File: config.mk
export PLATFORM = sky130hd
export DESIGN_NAME = mem_access_ctrl
export DESIGN_NICKNAME = d
export VERILOG_FILES = /design/src/rtl/mem_access_ctrl.sv
export SDC_FILE = /design/constraint.sdc
export NUM_CORES = 1
export LEC_CHECK = 0
export ABC_AREA = 0
export CAP_MARGIN = 5
export CORE_ASPECT_RATIO = 0.75
export CORE_UTILIZATION = 40
export CTS_BUF_LIST = sky130_fd_sc_hd__clkbuf_2 sky130_fd_sc_hd__clkbuf_4 sky130_fd_sc_hd__clkbuf_8
export DETAILED_ROUTE_END_ITERATION = 16
export GPL_ROUTABILITY_DRIVEN = 0
export PLACE_DENSITY = 0.75
export SLEW_MARGIN = 40
export SYNTH_ARGS = -nofsm -noshare
export SYNTH_HDL_FRONTEND = slang
export SYNTH_SLANG_ARGS = --single-unit
export TNS_END_PERCENT = 5
File: constraint.sdc
create_clock -name clk -period 4.2 [get_ports clk]
set_input_delay 1.05 -clock clk [delete_from_list [all_inputs] [get_ports clk]]
set_output_delay 1.05 -clock clk [all_outputs]
set_load 0.1 [all_outputs]
File: src/rtl/mem_access_ctrl.sv
// rtl/mem_access_ctrl.sv - sequential access controller for a 32x8 data memory
module mem_access_ctrl #(
  parameter int ADDR_W = 5,
  parameter int DATA_W = 8
) (
  input  logic              clk,
  input  logic              reset,
  input  logic              req_valid,
  output logic              req_ready,
  input  logic [1:0]        req_op,
  input  logic [ADDR_W-1:0] req_addr,
  input  logic [DATA_W-1:0] req_wdata,
  input  logic [ADDR_W-1:0] req_len,
  output logic              resp_valid,
  input  logic              resp_ready,
  output logic [DATA_W-1:0] resp_data,
  output logic              resp_last,
  output logic              resp_err,
  output logic [ADDR_W-1:0] mem_address,
  output logic [DATA_W-1:0] mem_data_in,
  output logic              mem_write,
  input  logic [DATA_W-1:0] mem_data_out
);

  typedef enum logic [2:0] {
    IDLE    = 3'd0,
    RD      = 3'd1,
    W_SETUP = 3'd2,
    W_PULSE = 3'd3,
    W_HOLD  = 3'd4,
    RESP    = 3'd5
  } state_t;

  state_t            state_q, state_d;
  // remaining beats after the current one; zero for every non-burst op
  logic [ADDR_W-1:0] cnt_q, cnt_d;
  // mem_address doubles as the current transaction address
  logic [ADDR_W-1:0] mem_address_q, mem_address_d;
  logic [DATA_W-1:0] mem_data_in_q, mem_data_in_d;
  logic              mem_write_q, mem_write_d;
  logic              resp_valid_q, resp_valid_d;
  logic [DATA_W-1:0] resp_data_q, resp_data_d;
  logic              resp_last_q, resp_last_d;
  logic              resp_err_q, resp_err_d;

  assign req_ready   = (state_q == IDLE);
  assign resp_valid  = resp_valid_q;
  assign resp_data   = resp_data_q;
  assign resp_last   = resp_last_q;
  assign resp_err    = resp_err_q;
  assign mem_address = mem_address_q;
  assign mem_data_in = mem_data_in_q;
  assign mem_write   = mem_write_q;

  // next-state and registered-output computation for the access sequencer
  always_comb begin
    state_d       = state_q;
    cnt_d         = cnt_q;
    mem_address_d = mem_address_q;
    mem_data_in_d = mem_data_in_q;
    mem_write_d   = 1'b0;
    resp_valid_d  = resp_valid_q;
    resp_data_d   = resp_data_q;
    resp_last_d   = resp_last_q;
    resp_err_d    = resp_err_q;
    case (state_q)
      IDLE: begin
        if (req_valid) begin
          cnt_d = (req_op == 2'b10) ? req_len : '0;
          case (req_op)
            2'b00, 2'b10: begin
              mem_address_d = req_addr;
              state_d       = RD;
            end
            2'b01: begin
              mem_address_d = req_addr;
              mem_data_in_d = req_wdata;
              state_d       = W_SETUP;
            end
            default: begin
              resp_valid_d = 1'b1;
              resp_data_d  = '0;
              resp_last_d  = 1'b1;
              resp_err_d   = 1'b1;
              state_d      = RESP;
            end
          endcase
        end
      end
      RD: begin
        resp_valid_d = 1'b1;
        resp_data_d  = mem_data_out;
        resp_last_d  = (cnt_q == '0);
        resp_err_d   = 1'b0;
        state_d      = RESP;
      end
      W_SETUP: begin
        mem_write_d = 1'b1;
        state_d     = W_PULSE;
      end
      W_PULSE: begin
        state_d = W_HOLD;
      end
      W_HOLD: begin
        resp_valid_d = 1'b1;
        resp_data_d  = mem_data_in_q;
        resp_last_d  = 1'b1;
        resp_err_d   = 1'b0;
        state_d      = RESP;
      end
      RESP: begin
        if (resp_ready) begin
          resp_valid_d = 1'b0;
          if (cnt_q == '0) begin
            state_d = IDLE;
          end else begin
            cnt_d         = cnt_q - ADDR_W'(1);
            mem_address_d = mem_address_q + ADDR_W'(1);
            state_d       = RD;
          end
        end
      end
      default: state_d = IDLE;
    endcase
  end

  // state and output registers with synchronous reset
  always_ff @(posedge clk) begin
    if (reset) begin
      state_q       <= IDLE;
      cnt_q         <= '0;
      mem_address_q <= '0;
      mem_data_in_q <= '0;
      mem_write_q   <= 1'b0;
      resp_valid_q  <= 1'b0;
      resp_data_q   <= '0;
      resp_last_q   <= 1'b0;
      resp_err_q    <= 1'b0;
    end else begin
      state_q       <= state_d;
      cnt_q         <= cnt_d;
      mem_address_q <= mem_address_d;
      mem_data_in_q <= mem_data_in_d;
      mem_write_q   <= mem_write_d;
      resp_valid_q  <= resp_valid_d;
      resp_data_q   <= resp_data_d;
      resp_last_q   <= resp_last_d;
      resp_err_q    <= resp_err_d;
    end
  end

endmodule

==> results of run 1 <==
flip-flops by register name (all words and copies together) (netlist names):
register	count
mem_address	5
mem_data_in	8
mem_write	1
cnt_q	5
resp_valid	1
resp_last	1
resp_err	1
resp_data	8
state_q	3
power breakdown:
part	switching (mW)	leakage, nW	internal [mW]
clock network	0.117	0.0484	0.121
logic	0.216	0.571	0.0947
registers	0.0287	0.269	0.336
worst max-delay path, stage by stage:
cell	delay [ns]
clkdlybuf4s50_1	0.57
nor4b_4	0.71
a22o_2	0.35
a21oi_1	0.09
a311oi_2	0.23
cell usage after synthesis (5+ instances only):
library cell and n:
dfxtp_1 33, nand2_1 25, a21oi_1 24, nand3_1 13, nor2_1 12, a22oi_1 9
o21ai_0 9, or2_2 8, clkbuf_1 6, inv_1 6, a31oi_1 5, and2_1 5
buf_2 5
cells by family (layout without fill, tap and decap cells):
kind of cell / Yosys count / after routing / share of synthesized area
AOI/OAI and AO/OA: 61 / 61 / 0.233
and+or+nand+nor: 88 / 88 / 0.291
DFF: 33 / 33 / 0.385
buffers and inverters: 22 / 72 / 0.0715
xor gates and xnor gates: 1 / 1 / 0.00511
adders and majority gates: 2 / 2 / 0.0146
area by class of cell:
type                       count  area, µm²
clock buffer                   6       76.3
clock inverter                 2       10.0
sequential                    33        661
timing repair buffer          58        445
multi-input combinational    152        938
inverter                       6       22.5
fill                         403       1860
tap                           55       68.8
final timing paths:
kind / start / endpoint / slack [ns] / depth (start not counted)
setup reg to reg: state_q[1]$_SDFFE_PP0P_ / mem_address[0]$_SDFFE_PP0P_ / 2.10 / 4
hold / removal: resp_valid$_SDFFE_PP0P_ / resp_valid$_SDFFE_PP0P_ / 0.45 / 2
hold reg to reg: resp_valid$_SDFFE_PP0P_ / resp_valid$_SDFFE_PP0P_ / 0.45 / 2
setup / recovery: req_valid / mem_address[0]$_SDFFE_PP0P_ / 1.39 / 5
layer usage:
| layer | share of wire | up-vias |
|---|---|---|
| met3 | 0.047 | 5 |
| met5 | 0 | - |
| met4 | 0.011 | 0 |
| met1 | 0.51 | 763 |
| li1 | - | 838 |
| met2 | 0.43 | 35 |
stage by stage:
| stage | utilization | cells | total power [mW] | hold slack, ns | setup WS, ns |
|---|---|---|---|---|---|
| finish | 0.545 | 312 | 0.913 | 0.452 | 1.39 |
| global route | 0.545 | 312 | 0.954 | 0.467 | 1.29 |
| CTS | 0.544 | 312 | 0.915 | 0.456 | 1.40 |
| detailed placement | 0.523 | 304 | 0.679 | 0.446 | 1.10 |
| global placement | 0.554 | 304 | 0.691 | 0.444 | 1.18 |
| floorplan | - | 207 | 0.618 | 0.460 | 0.554 |
==> results_dict.tcl, run 1 <==
set metrics [dict create \
    dieArea_um2 4560 \
    htree_levels 2 \
    busiest_layer "met2" \
    vias 1641 \
    wl_per_cell_um 13.5 \
    min_period_over_period 0.668 \
    row_count 20 \
    insertion_delay_ns 0.28 \
    fp.dieW_um 77.6 \
    synthFlopType "dfxtp_1" \
    finalSetupTns_ns 0 \
    hold_viol_final 0 \
    crit_fanout 16 \
    clkTransAtPathRegs_ns 0.07 \
    synth_area_leaders "dfxtp_1 39%, a21oi_1 7.0%, nand2_1 5.5%" \
    dpl-instance-area_um2 2130 \
    yosysTopAreaCellShare 0.385 \
    synthArstFlopShare 0 \
    area_delta_synth_final_pct 29.5 \
    grt_util_met2 0.273 \
    pin_count 58 \
    grtUsageMet3 0.0357 \
    final_cell_mix "33 x dfxtp_1, 30 x clkdlybuf4s50_1, 26 x buf_2" \
    syn-mean-instance-area_um2 8.29 \
    cp.arrival_ns 3.01 \
    worst_setup_path_end_kind "register" \
    grt_pass1_wl_um 6670 \
    grt_pass1_vias 1415 \
    clock.fmax_mhz 356 \
    ant_nets 0 \
    clock-sinks 33 \
    io_buffer_count 57 \
    root_buffer "clkbuf_8" \
    cp-start-kind "input port" \
    antenna_found_initial 0 \
    synth_cell_types 41 \
    synth_edf_count 0 \
    fin_nets 290 \
    start_util 0.421 \
    p_leak_nw 0.889 \
    peakVddDrop_v 0.000196 \
    ys_ff_latch 33 \
    worst-setup-path-type "input port to register" \
    wirelength_um 4220 \
    ys_seq_area_frac 0.385 \
    die_h_um 58.7 \
    synthesis.nets 241 \
    post_cts_resized 0 \
    grt.overflow.total 0 \
    dr.pass1.iters 4 \
    worst_ep_required_time_ns 4.40 \
    drv_cap 0 \
    numCtsBuffers 5 \
    p_per_area_nw_per_um2 411 \
    cts_setup_buffers 0 \
    synth_area_leader_cell "dfxtp_1" \
    drive_gt1_frac 0.202 \
    drc_errors 0 \
    min_period_ns 2.81 \
    hold_buffers 0 \
    skew_ns 0.00444 \
    final_common_cell "dfxtp_1" \
    rsz0062_at_grt "false" \
    maxSlewViolCount 0 \
    diodes 0 \
    core_um2 4080 \
    grt_usage 0.187 \
    dp_hpwl_um 3020 \
    fin_area_um2 2220 \
    cts_tree "built" \
    synthesis.area_um2 1720 \
    avgViaCountPerCell 5.26 \
    max_slew_margin 0.460 \
    grt_max_degree 24 \
    synth_cells 207 \
    grt_util_met1 0.272 \
    ys.warnings.count 0 \
    cts_buffer_depth 2 \
    setup_viol 0 \
    worst_slew_pin_slew_ns 0.806 \
    drtIter0Drc 55 \
    status "finished clean" \
    hold_path.class "register to register" \
]
Note: power is estimated with default switching activity, not from simulation.
==> run 2, diff against run 1 <==
--- a/config.mk
+++ b/config.mk
@@ -12,7 +12,7 @@
 export CTS_BUF_LIST = sky130_fd_sc_hd__clkbuf_2 sky130_fd_sc_hd__clkbuf_4 sky130_fd_sc_hd__clkbuf_8
 export DETAILED_ROUTE_END_ITERATION = 16
 export GPL_ROUTABILITY_DRIVEN = 0
-export PLACE_DENSITY = 0.75
+export PLACE_DENSITY = 0.77
 export SLEW_MARGIN = 40
 export SYNTH_ARGS = -nofsm -noshare
 export SYNTH_HDL_FRONTEND = slang
==> constraint.sdc (replaced) <==
create_clock -name clk -period 2.5 [get_ports clk]
set_input_delay 0.625 -clock clk [delete_from_list [all_inputs] [get_ports clk]]
set_output_delay 0.625 -clock clk [all_outputs]
set_load 0.1 [all_outputs]
==> run 2 against run 1 <==
Sequential cell count stayed put. Largest power group unchanged. Core utilization is 2.7 points higher. Via count is 1.0% higher. Sequential share of layout area is 1.4 points lower. Critical endpoint is now req_ready.
==> results_dict.tcl, run 2 (synthesis results as in run 1) <==
set metrics [dict create \
    status "finished clean" \
    p_per_area_nw_per_um2 671 \
    peakVddDrop_v 0.000318 \
    critPathSlowestCell "dfxtp_1" \
    grt_pass1_vias 1514 \
    diodes 0 \
    holdCritStartpoint "resp_data[3]$_SDFFE_PP0P_" \
    min_period_ns 2.03 \
    drv_cap 0 \
    drc_errors 0 \
    multi_input_area_um2 937 \
    clock.fmax_mhz 493 \
    final_cell_mix "33 x dfxtp_1, 31 x clkdlybuf4s50_1, 30 x buf_4" \
    wl_per_cell_um 13.3 \
    post_cts_resized 0 \
    final_common_cell "dfxtp_1" \
    hold_path.class "register to register" \
    grt_max_degree 23 \
    dieArea_um2 4560 \
    rr_startpoint "state_q[2]$_SDFFE_PP0P_" \
    finalSetupTns_ns 0 \
    maxSlewViolCount 0 \
    drive_gt1_frac 0.211 \
    start_util 0.421 \
    insertion_delay_ns 0.28 \
    hold_buffers 0 \
    worst-setup-path-type "register to output pin" \
    crit_fanout 22 \
    setup_viol 0 \
    p_leak_nw 0.913 \
    wirelength_um 4190 \
    cp-start-kind "register" \
    worst_ep_required_time_ns 1.88 \
    rsz0062_at_grt "false" \
    fin_nets 294 \
    path_cells "nor3_2, buf_12" \
    max_slew_margin 0.469 \
    dr.pass1.iters 4 \
    antenna_found_initial 0 \
    area_delta_synth_final_pct 35.9 \
    reg2reg_slack_ns 0.60 \
    cp.arrival_ns 1.40 \
    vias 1658 \
    max_stage_delay_ns 0.76 \
    nFillCells 385 \
    cts_buffer_depth 2 \
    fp.dieW_um 77.6 \
    numCtsBuffers 5 \
    drtIter0Drc 134 \
    clkTransAtPathRegs_ns 0.07 \
    io_buffer_count 57 \
    dpl-instance-area_um2 2240 \
    cts_tree "built" \
    core_um2 4080 \
    grt.overflow.total 0 \
    die_h_um 58.7 \
    cp-startpoint "state_q[1]$_SDFFE_PP0P_" \
    clock-sinks 33 \
    final_util 0.571 \
    skew_ns 0.00391 \
    fin_area_um2 2330 \
    worst_slew_pin_slew_ns 0.786 \
    worst_setup_path_end_kind "output pin" \
    regArea_um2 661 \
    row_count 20 \
    root_buffer "clkbuf_8" \
    hold_viol_final 0 \
    htree_levels 2 \
    pin_count 58 \
    dp_hpwl_um 3210 \
    dp_cells 308 \
    fin_cells 316 \
    ant_nets 0 \
    avgViaCountPerCell 5.25 \
    min_period_over_period 0.812 \
    grt_usage 0.199 \
    grt_pass1_wl_um 7120 \
    cts_setup_buffers 0 \
]
[run 2: cell types whose count changed in the layout (fill, tap and decap cells not counted)]
cell             previous run  this run
buf_4                       2        30
nor3_1                      4         3
nor4b_1                     2         3
buf_12                      0         1
nor4b_2                     1         0
buf_2                      26         0
clkdlybuf4s50_1            30        31
nor3_2                      0         1
[run 2: per-stage QoR]
stage	power, mW	worst slack, ns	hold WS (ns)
2_1_floorplan	1.04	0.142	0.460
3_3_place_gp	1.17	0.261	0.445
3_5_place_dp	1.18	0.231	0.450
4_1_cts	1.57	0.479	0.460
5_1_grt	1.64	0.374	0.474
6_report	1.57	0.471	0.458
[run 2: per-layer routing]
layer | track usage | up-vias | wire [µm]
met1 | 0.279 | 770 | 1970
met3 | 0.0465 | 5 | 212
met2 | 0.316 | 34 | 1980
met5 | 0 | - | 0
li1 | - | 849 | -
met4 | 0.0404 | 0 | 34
[run 2: worst paths after layout]
kind	cells past startpoint	end
hold / removal	2	resp_data[3]$_SDFFE_PP0P_
setup / recovery	2	req_ready
hold reg to reg	2	resp_data[3]$_SDFFE_PP0P_
setup reg to reg	4	cnt_q[3]$_SDFFE_PP0P_
[run 2: layout make-up]
type | instances | share of cell area
flip-flops and latches | 33 | 0.283
multi-input cells | 152 | 0.402
clock buffers | 6 | 0.0327
repair buffers | 62 | 0.238
clock inverters | 2 | 0.00429
well taps | 55 | 0.0295
inverters | 6 | 0.00966
[run 2: power breakdown]
| part | internal, mW | total, mW | switching [mW] |
|---|---|---|---|
| combinational | 0.188 | 0.552 | 0.364 |
| clock | 0.204 | 0.400 | 0.196 |
| sequential | 0.564 | 0.613 | 0.0493 |
[run 2: worst max-delay path: cells and delay by family (launching register included)]
| family | cells | cell delay (ns) |
|---|---|---|
| simple gates | 1 | 0.16 |
| buf+inv | 1 | 0.21 |
| flops | 1 | 0.76 |
==> run 3, diff against run 2 <==
==> constraint.sdc (replaced) <==
create_clock -name clk -period 1.7 [get_ports clk]
set_input_delay 0.425 -clock clk [delete_from_list [all_inputs] [get_ports clk]]
set_output_delay 0.425 -clock clk [all_outputs]
set_load 0.1 [all_outputs]
==> run 3 against run 2 <==
Sequential power rose by 49%. Via count rose by 13%. Critical path depth rose by 1. Count of clock-buffer cells in the layout rose by 1. Sequential share of layout area fell by 5.6 points. Non-clock buffer count rose by 20. Critical path type unchanged.
==> results_dict.tcl, run 3 (synthesis results as in run 1) <==
set metrics [dict create \
    status "finished clean" \
    io_buffer_count 57 \
    final_cell_mix "29 x clkdlybuf4s50_1, 27 x dfxtp_1, 27 x buf_12" \
    avgViaCountPerCell 5.56 \
    cp_top_family "buffers and inverters" \
    drv_cap 0 \
    hold_path.class "register to register" \
    grt_util_met1 0.290 \
    drtIter0Drc 115 \
    core_um2 4080 \
    max_slew_margin 0.713 \
    power_mw 2.81 \
    path_cells "buf_4, nor3_4, buf_12" \
    grt_pass1_vias 1736 \
    peakVddDrop_v 0.000733 \
    rsz0062_at_grt "true" \
    htree_levels 2 \
    min_period_ns 1.70 \
    ant_nets 0 \
    p_leak_nw 1.14 \
    numCtsBuffers 5 \
    dp_hpwl_um 3550 \
    critPathSlowestCell "dfxtp_2" \
    grt_util_met2 0.399 \
    grt_usage 0.232 \
    clock-sinks 33 \
    setup_viol 0 \
    maxSlewViolCount 0 \
    dr.pass1.iters 4 \
    crit_fanout 7 \
    skew_ns 0.0113 \
    pin_count 58 \
    path_buf_inv 2 \
    min_period_over_period 0.999 \
    drc_errors 0 \
    drive_gt1_frac 0.327 \
    fin_nets 314 \
    worst_ep_required_time_ns 1.27 \
    final.setup.worst_slack_ns 0.00250 \
    insertion_delay_ns 0.29 \
    area_delta_synth_final_pct 71.6 \
    finalSetupTns_ns 0 \
    min_path_cells 2 \
    hold_viol_final 0 \
    final_util 0.721 \
    die_h_um 58.7 \
    worst-setup-path-type "register to output pin" \
    grt_max_degree 35 \
    wirelength_um 5620 \
    worst_setup_path_end_kind "output pin" \
    wl_per_cell_um 16.7 \
    worst_slew_pin_slew_ns 0.430 \
    busiest_layer "met2" \
    cp-start-kind "register" \
    start_util 0.421 \
    dieArea_um2 4560 \
    p_per_area_nw_per_um2 955 \
    clkTransAtPathRegs_ns 0.07 \
    grt_pass1_wl_um 8150 \
    vias 1868 \
    clock.fmax_mhz 589 \
    grt.overflow.total 0 \
    row_count 20 \
    antenna_found_initial 0 \
    pre_cts_ws_ns -0.363 \
    final_common_cell "clkdlybuf4s50_1" \
    cp.depth 3 \
    root_buffer "clkbuf_8" \
    grtUsageMet3 0.0558 \
    cp.arrival_ns 1.27 \
    fp.dieW_um 77.6 \
    max_stage_delay_ns 0.36 \
    r2r_cells 8 \
    cts_buffer_depth 2 \
    diodes 0 \
    cts_tree "built" \
]
==> run 3: path summary, 6_finish.rpt <==
kind	from	endpoint	slack (ns)
worst min register to register	resp_data[6]$_SDFFE_PP0P_	resp_data[6]$_SDFFE_PP0P_	0.49
worst max-delay path	state_q[0]$_SDFFE_PP0P_	req_ready	0.002
worst min-delay path	resp_data[6]$_SDFFE_PP0P_	resp_data[6]$_SDFFE_PP0P_	0.49
worst max register to register	cnt_q[0]$_SDFFE_PP0P_	resp_last$_SDFFE_PP0P_	0.06
==> run 3: final cells by class <==
cell class	count	area, µm²
Fill cell	281	1140
Multi-Input combinational cell	152	1020
Sequential cell	33	671
Clock inverter	1	30.0
Tap cell	55	68.8
Timing Repair Buffer	82	1040
Inverter	6	22.5
Clock buffer	7	90.1
==> run 3: per-layer routing <==
metal | vias to the layer above | share of wire
li1 | 887 | -
met1 | 895 | 0.42
met2 | 73 | 0.50
met3 | 13 | 0.061
met4 | 0 | 0.015
met5 | - | 0
==> run 3: report_power, final <==
group	internal [mW]	switching, mW	leakage (nW)
Clock	0.494	0.294	0.0619
Sequential	0.833	0.0831	0.272
Combinational	0.478	0.628	0.811
Total	1.81	1.01	1.14
==> run 3: worst reg2reg max path, cell delays in order (launching register included) <==
cell      delay [ns]
dfxtp_2         0.34
inv_2           0.05
ha_4            0.16
buf_6           0.12
nor4b_2         0.15
buf_4           0.17
buf_4           0.14
nor4_1          0.31
a211oi_1        0.09
==> run 3: what timing repair did <==
item                                    in CTS  in global routing
resized for setup                            8                 20
endpoints found under the setup margin      12                 11
hold buffers                                 0                  0
pin swaps                                    0                 10
buffers inserted                             2                  3
endpoints found under the hold margin        0                  0
==> run 3: per-stage QoR <==
| step | hold slack [ns] | cells | area, µm² |
|---|---|---|---|
| global placement | 0.480 | 323 | 2690 |
| detailed placement | 0.483 | 323 | 2690 |
| global route | 0.520 | 336 | 2940 |
| floorplan | 0.460 | 207 | 1730 |
| finish | 0.492 | 336 | 2940 |
| CTS | 0.493 | 333 | 2860 |
